--- config.mk ---
export PLATFORM = sky130hd
export DESIGN_NAME = ubbka_stream_accumulator
export DESIGN_NICKNAME = d
export VERILOG_FILES = /design/src/rtl/ubbka_stream_accumulator.sv
export SDC_FILE = /design/constraint.sdc
export NUM_CORES = 1
export LEC_CHECK = 0
export CAP_MARGIN = 30
export CORE_MARGIN = 1
export CORE_UTILIZATION = 35
export DETAILED_ROUTE_END_ITERATION = 10
export PLACE_DENSITY = 0.63
export SYNTH_ARGS = -nofsm -noshare
export SYNTH_HDL_FRONTEND = slang
export SYNTH_SLANG_ARGS = --single-unit
--- constraint.sdc ---
create_clock -name CLK -period 2.1 [get_ports CLK]
set_input_delay 0.63 -clock CLK [delete_from_list [all_inputs] [get_ports CLK]]
set_output_delay 0.63 -clock CLK [all_outputs]
set_load 0.1 [all_outputs]
--- src/rtl/ubbka_stream_accumulator.sv ---
// rtl/ubbka_stream_accumulator.sv - frame accumulator around a 12-bit Brent-Kung adder
//
// Accepts a valid/ready stream of 12-bit operands and sums each frame into a
// SUM_W = 12+HI_W bit value. The low 12 bits go through a Brent-Kung prefix
// adder (X = acc_lo, Y = in_data, carry-in 0). Its carry-out advances the
// upper HI_W-bit extension. One registered {sum, count} result is emitted per
// frame, and is held until the downstream stage accepts it.
//
// Optional feature macro: UBBKA_ACC_SAT_EN
//   defined   : the accumulator saturates to all-ones on overflow and sets a
//               sticky per-frame flag that is reported on out_ovf
//   undefined : acc_hi wraps mod 2^HI_W and out_ovf is tied to 0
//
// Ports
//   CLK        in   1      rising-edge clock
//   RSTn       in   1      asynchronous active-low reset
//   clr        in   1      synchronous frame abort (ignored while a result is held)
//   in_valid   in   1      operand beat valid
//   in_ready   out  1      stage accepts a beat (1 while accumulating)
//   in_data    in   12     operand
//   in_last    in   1      final beat of frame
//   out_valid  out  1      result valid
//   out_ready  in   1      downstream accepts result
//   out_sum    out  SUM_W  frame sum
//   out_cnt    out  CNT_W  beats in frame (wraps silently)
//   out_ovf    out  1      frame overflowed SUM_W

module ubbka_stream_accumulator #(
    parameter int HI_W  = 4,
    parameter int CNT_W = 8
) (
    input  logic                CLK,
    input  logic                RSTn,
    input  logic                clr,
    input  logic                in_valid,
    output logic                in_ready,
    input  logic [11:0]         in_data,
    input  logic                in_last,
    output logic                out_valid,
    input  logic                out_ready,
    output logic [12+HI_W-1:0]  out_sum,
    output logic [CNT_W-1:0]    out_cnt,
    output logic                out_ovf
);

    localparam int SUM_W = 12 + HI_W;

    typedef enum logic [0:0] {
        ACC  = 1'b0,
        HOLD = 1'b1
    } state_t;

    state_t state_q;
    state_t state_d;

    logic [11:0]      acc_lo;
    logic [HI_W-1:0]  acc_hi;
    logic [CNT_W-1:0] cnt;

    // 12-bit Brent-Kung adder, carry-in 0. Up-sweep builds group (g,p) at
    // nodes 1,3,7 and the block spans 8..11; down-sweep fills the remaining
    // prefixes. After both sweeps g[i] is the carry out of bit i.
    function automatic logic [12:0] bk_add12(input logic [11:0] x, input logic [11:0] y);
        logic [11:0] g;
        logic [11:0] p;
        logic [11:0] h;
        logic [12:0] s;
        g = x & y;
        p = x ^ y;
        h = p;
        for (int l = 0; l < 3; l++) begin
            for (int i = 0; i < 12; i++) begin
                if (((i + 1) % (2 << l)) == 0) begin
                    g[i] = g[i] | (p[i] & g[i - (1 << l)]);
                    p[i] = p[i] & p[i - (1 << l)];
                end
            end
        end
        for (int l = 2; l >= 0; l--) begin
            for (int i = 0; i < 12; i++) begin
                if ((((i + 1) % (2 << l)) == (1 << l)) && (i >= (2 << l))) begin
                    g[i] = g[i] | (p[i] & g[i - (1 << l)]);
                    p[i] = p[i] & p[i - (1 << l)];
                end
            end
        end
        s[0] = h[0];
        for (int i = 1; i < 12; i++) begin
            s[i] = h[i] ^ g[i - 1];
        end
        s[12] = g[11];
        return s;
    endfunction

    logic [12:0]      add_s;
    logic [HI_W-1:0]  hi_inc;
    logic [CNT_W-1:0] cnt_inc;
    logic [11:0]      new_lo;
    logic [HI_W-1:0]  new_hi;
    logic             beat;

    assign add_s   = bk_add12(acc_lo, in_data);
    assign hi_inc  = acc_hi + {{(HI_W-1){1'b0}}, add_s[12]};
    assign cnt_inc = cnt + {{(CNT_W-1){1'b0}}, 1'b1};
    assign beat    = in_valid & in_ready;

`ifdef UBBKA_ACC_SAT_EN
    logic sat_q;
    logic sat_d;

    // Overflow out of SUM_W happens only when acc_hi is all-ones and the low
    // adder carries; once saturated the frame ignores further operands.
    assign sat_d  = sat_q | ((&acc_hi) & add_s[12]);
    assign new_lo = sat_d ? {12{1'b1}}   : add_s[11:0];
    assign new_hi = sat_d ? {HI_W{1'b1}} : hi_inc;
`else
    assign new_lo  = add_s[11:0];
    assign new_hi  = hi_inc;
    assign out_ovf = 1'b0;
`endif

    always_ff @(posedge CLK or negedge RSTn) begin
        if (!RSTn) begin
            state_q <= ACC;
        end else begin
            state_q <= state_d;
        end
    end

    always_comb begin
        state_d  = state_q;
        in_ready = 1'b0;
        case (state_q)
            ACC: begin
                in_ready = 1'b1;
                if (beat && in_last && !clr) begin
                    state_d = HOLD;
                end
            end
            HOLD: begin
                if (out_ready) begin
                    state_d = ACC;
                end
            end
            default: state_d = ACC;
        endcase
    end

    always_ff @(posedge CLK or negedge RSTn) begin
        if (!RSTn) begin
            acc_lo    <= '0;
            acc_hi    <= '0;
            cnt       <= '0;
            out_sum   <= '0;
            out_cnt   <= '0;
            out_valid <= 1'b0;
`ifdef UBBKA_ACC_SAT_EN
            sat_q     <= 1'b0;
            out_ovf   <= 1'b0;
`endif
        end else if (state_q == ACC) begin
            if (clr) begin
                // Abort wins over a coincident beat; the beat is consumed and lost.
                acc_lo <= '0;
                acc_hi <= '0;
                cnt    <= '0;
`ifdef UBBKA_ACC_SAT_EN
                sat_q  <= 1'b0;
`endif
            end else if (beat) begin
                if (in_last) begin
                    out_sum   <= {new_hi, new_lo};
                    out_cnt   <= cnt_inc;
                    out_valid <= 1'b1;
                    acc_lo    <= '0;
                    acc_hi    <= '0;
                    cnt       <= '0;
`ifdef UBBKA_ACC_SAT_EN
                    out_ovf   <= sat_d;
                    sat_q     <= 1'b0;
`endif
                end else begin
                    acc_lo <= new_lo;
                    acc_hi <= new_hi;
                    cnt    <= cnt_inc;
`ifdef UBBKA_ACC_SAT_EN
                    sat_q  <= sat_d;
`endif
                end
            end
        end else begin
            if (out_ready) begin
                out_valid <= 1'b0;
            end
        end
    end

endmodule

== Word-level counts from Yosys, hierarchy flattened ==
Cells that the tools add are included.
Storage, ports and cells
  bits in registers: 50
  input bits: 18
  word-level logic and storage cells: 97
Operators by class
  add/sub/neg operators: 2
  equality and inequality tests: 2
  multiplexer cells: 18
  bitwise logic cells: 59
  reductions and logical operators: 9
Operator list (count)
  2-to-1 mux 12 bit: 3
  bitwise AND 1 bit: 26
  2-to-1 mux 8 bit: 3
  bitwise OR 1 bit: 18
  bitwise AND 12 bit: 1
  2-to-1 mux 4 bit: 3
  bitwise XOR 12 bit: 1
  bitwise XOR 1 bit: 11
  adder 8 x 1 -> 8 bit (second input constant): 1
  2-to-1 mux 1 bit: 8
  AND reduction 4 bit: 2
  nonzero test 2 bit: 3
  adder 4 x 1 -> 4 bit: 1
  logical AND 1 bit: 2
  inequality test 2 x 1 -> 1 bit (second input constant): 1
  inequality test 2 bit (second input constant): 1
  inverter 1 bit: 2
  one-hot mux 1 bit (2 select lines): 1
  AND reduction 2 bit: 1
  logical NOT 1 bit: 1

== Logic depth before layout (Yosys ltp) ==
Gate-level depths: netlist of the first run.
  depth in word-level cells: 15
  gate-level depth with buffers: 12
  gate-level depth less buffers: 12

== Worst setup path before layout of the first run ==
No wires, ideal clock.
  kind: input to register
  start: input port in_data[0]
  end: register out_sum[13]
  library setup time: 0.126 ns
  arrival time: 2.396 ns
  path slack: -0.422 ns
  stages: 10
  cell sequence: ha_1 inv_1 fa_1 nand2b_1 a21oi_1 o21ai_0 o21ai_0 ha_1 ha_1 mux2_2
Between the ends
  word-level cells in the longest chain between the ends: 10
Ends and longest elaborated chain
  start: declaration: line 37  | input logic [11:0] in_data,
  bitwise AND 12 bit: line 68  | g = x & y;
  bitwise AND 1 bit: line 74  | g[i] = g[i] | (p[i] & g[i - (1 << l)]);
  bitwise OR 1 bit: line 74
  bitwise AND 1 bit: line 74
  bitwise OR 1 bit: line 74
  bitwise AND 1 bit: line 74
  bitwise OR 1 bit: line 74
  bitwise AND 1 bit: line 82  | g[i] = g[i] | (p[i] & g[i - (1 << l)]);
  bitwise OR 1 bit: line 82
  adder 4 x 1 -> 4 bit: line 103  | assign hi_inc = acc_hi + {{(HI_W-1){1'b0}}, add_s[12]};
  via hi_inc[1]: line 96  | logic [HI_W-1:0] hi_inc;
  end signal: assignment: line 172  | out_sum <= {new_hi, new_lo};
  end: declaration: line 41  | output logic [12+HI_W-1:0] out_sum,
The timed path passes the listed nets, and every way through them passes these cells.
A chain may end at the register's enable or synchronous reset.

== Final worst setup path of the first run ==
  start: register acc_lo[0]
  end: register acc_lo[8]
Between the ends
  word-level cells in the longest chain between the ends: 11
Ends and longest elaborated chain
  start: declaration: line 56  | logic [11:0] acc_lo;
  start signal: assignment: line 183  | acc_lo <= new_lo;
  bitwise AND 12 bit: line 68
  bitwise AND 1 bit: line 74
  bitwise OR 1 bit: line 74
  bitwise AND 1 bit: line 74
  bitwise OR 1 bit: line 74
  bitwise AND 1 bit: line 74
  bitwise OR 1 bit: line 74
  bitwise XOR 1 bit: line 89  | s[i] = h[i] ^ g[i - 1];
  2-to-1 mux 12 bit: line 171  | if (in_last) begin
  2-to-1 mux 12 bit: line 170  | end else if (beat) begin
  2-to-1 mux 12 bit: line 162  | if (clr) begin
No other way between the ends. The select of a mux whose other input is x is not followed.

==> impl_metrics.env, run 1 <==
export IMPL_run_status="finished, violations left"
export IMPL_violations="setup timing"
export IMPL_cp_end_kind="flop"
export IMPL_synth_cells=237
export IMPL_floorplan_die_height_um=85.8
export IMPL_arrival_ns=2.45
export IMPL_syn_num_nets=275
export IMPL_fp_row_count=30
export IMPL_io_pins=45
export IMPL_numPortBuffers=43
export IMPL_crit_path_max_fanout=2
export IMPL_fmax_ghz=0.441
export IMPL_drt_initial_drc_count=100
export IMPL_clock_path_buffers=2
export IMPL_leakage_nw=1.70
export IMPL_grt_ovfl_total=0
export IMPL_wl_per_cell_um=14.0
export IMPL_ys_types=34
export IMPL_cp_required_ns=2.28
export IMPL_powerDensity_mw_per_mm2=902
export IMPL_place_congestion=0.744
export IMPL_cpPeakStageDelay_ns=0.53
export IMPL_routed_wl_um=5560
export IMPL_drv_cap=0
export IMPL_area_growth_pct=56.6
export IMPL_skew_ns=0.00358
export IMPL_synth_seq_cells=50
export IMPL_numCtsBuffers=5
export IMPL_core_area_mm2=0.00679
export IMPL_cts_root_buffer="clkbuf_8"
export IMPL_postRouteAntennaNets=0
export IMPL_synth_yosys_seq_area_share_pct=50.9
export IMPL_drc=0
export IMPL_cts_tree="done"
export IMPL_postSynthAreaPerCell_um2=10.4
export IMPL_final_nets=339
export IMPL_viasPerCell=4.80
export IMPL_clock_sinks=50
export IMPL_diodes=0
export IMPL_syn_area_mm2=0.00246
export IMPL_clock_latency_ns=0.31
export IMPL_die_x_um=85.8
export IMPL_hold_violations=0
export IMPL_crit_top_cell="fa_2"
export IMPL_hold_path_class="input port to asynchronous set/reset pin"
export IMPL_p_total_w=0.00347
export IMPL_fin_tns_setup_ns=-1.63
export IMPL_rsz0062_at_grt="true"
export IMPL_die_area_mm2=0.00737
export IMPL_critical_path_class="flop to flop"
export IMPL_path_cells="ha_4, inv_2, fa_2, nand2b_4, a21oi_4, nor2b_2, o21a_1, fa_2, o22ai_1"
export IMPL_cp_slowest_cell="fa_2"
export IMPL_dr_pass1_iters=4
export IMPL_post_route_min_period_ns=2.27
export IMPL_post_route_period_util_pct=108
export IMPL_layout_setup_ws_ns=-0.169
export IMPL_drive_above_1_share_pct=35.1
export IMPL_grt_max_degree=51
export IMPL_clk_pin_slew_ns=0.09
export IMPL_antenna_found_initial=0
export IMPL_start_util_pct=36.2
export IMPL_grt_first_pass_wirelength_um=9400
export IMPL_grt_usage_pct=16.7
export IMPL_ir_worst_vdd_mv=0.599
export IMPL_crit_path_start_kind="flop"
export IMPL_yosysWarningCount=0
export IMPL_dp_hpwl_um=3620
export IMPL_cts_htree_levels=2
export IMPL_first_global_vias=1973
export IMPL_vias=1911
export IMPL_slew_violations=0
export IMPL_setup_viol=19
==> area by class of cell <==
class                   count  area, µm²
clock buffers               6       82.6
clock inverters             2       60.1
fillers                   564       2940
inverters                  13       48.8
multi-input cells         163       1380
flip-flops and latches     50       1250
well taps                  96        120
repair buffers             68        912
==> worst max-delay path: cells and delay by family (launching register included) <==
| kind | cells | cell delay, ns |
|---|---|---|
| AO/OA/AOI/OAI | 3 | 0.43 |
| adder cells (fa/ha/maj) | 3 | 1.05 |
| buffers and inverters | 1 | 0.03 |
| flip-flops | 1 | 0.40 |
| AND/OR/NAND/NOR | 2 | 0.23 |
==> report_power, final <==
part | switching, W | total (W) | internal, W
Clock | 0.000331 | 0.000839 | 0.000508
Sequential | 0.000118 | 0.00118 | 0.00107
Combinational | 0.000896 | 0.00145 | 0.000552
==> layer usage <==
layer,part of all wire (%),global-route usage [%],vias up
li1,-,-,938
met3,3.7,3.37,9
met2,50,28.0,40
met4,1.4,5.76,0
met1,45,21.7,924
met5,0,0,-
==> sequential cells by signal (all words and copies together), names as in the netlist <==
register,cells
state_q,1
acc_lo,12
out_valid,1
cnt,8
acc_hi,4
out_sum,16
out_cnt,8
==> kinds of logic (layout without fill, tap and decap cells) <==
group           count (synthesis)  after routing  share of synthesized area [%]
xor+xnor                       13             13                           4.63
compound gates                 64             64                           15.2
buf+inv                        24             89                           4.22
mux                             5              5                           2.29
flops                          50             50                           50.9
other cells                     1              1                          0.152
simple gates                   60             60                           10.6
fa+ha+maj                      20             20                           12.0
==> through the flow <==
stage	hold slack (ns)	util [%]	worst slack (ns)	area, µm²	instances
final	0.292	56.7	-0.169	3850	398
after detailed placement	0.481	51.0	-0.927	3470	387
after CTS	0.312	55.7	-0.201	3790	398
after floorplan	0.334	-	-0.253	2510	237
after global routing	0.318	56.7	-0.252	3850	398
after global placement	0.473	51.0	-0.922	3470	387
==> cell usage in the layout, fill, tap and decap left out, types with 6 or more instances in the layout <==
cell and n:
buf_12 29, buf_4 22, clkbuf_8 6, dfrtp_1 50, dlygate4sd2_1 7, ha_4 9, inv_1 12, nand2_1 38
nor2_1 8, o21ai_0 15, o21ai_1 17
==> worst paths after layout <==
kind                                       start                endpoint  slack, ns  cells past startpoint
max reg2reg                acc_lo[0]$_DFFE_PN0P_   acc_lo[8]$_DFFE_PN0P_      -0.17                      9
min in group CLK              cnt[7]$_DFFE_PN0P_      cnt[7]$_DFFE_PN0P_       0.51                      1
min reg2reg                   cnt[7]$_DFFE_PN0P_      cnt[7]$_DFFE_PN0P_       0.51                      1
max                        acc_lo[0]$_DFFE_PN0P_   acc_lo[8]$_DFFE_PN0P_      -0.17                      9
max in group asynchronous                   RSTn  acc_lo[10]$_DFFE_PN0P_       1.58                      2
min                                         RSTn   acc_lo[4]$_DFFE_PN0P_       0.29                      2
==> synthesized netlist by cell type (all sizes together) <==
cell    count  area [µm²]
o31ai       3        22.5
nand4       1        6.26
mux2        5        56.3
nand2      40         150
a41oi       1        8.76
a31oi       2        12.5
xnor2       6        52.6
conb        1        3.75
nor2        8        30.0
fa          6         120
o211ai      1        7.51
o22ai       5        31.3
inv        13        48.8
clkbuf      7        26.3
or4b        1        10.0
nand3       5        25.0
and3        1        6.26
xor2        7        61.3
nand2b      2        12.5
dfrtp      50        1250
o21bai      1        7.51
a22o        5        43.8
o21a        1        7.51
a21oi       7        35.0
ha         14         175
a21o        2        15.0
buf         4        28.8
a211oi      1        7.51
o21ai      35         175
nor4b       1        15.0
nor2b       1        6.26
==> what timing repair did <==
item | in CTS | in global routing
setup buffers | 3 | 0
endpoints found under the setup margin | 28 | 24
hold buffers | 0 | 0
pin swaps | 28 | 12
resized for setup | 43 | 15
hold endpoints to repair | 0 | 0
Power figures use the tool's default switching activity.
==> run 2, diff against run 1 <==
Settings changed: SLEW_MARGIN from default to 10.
==> results of run 2 <==
No change in the layout: final DEF, timing and power equal those of run 1.
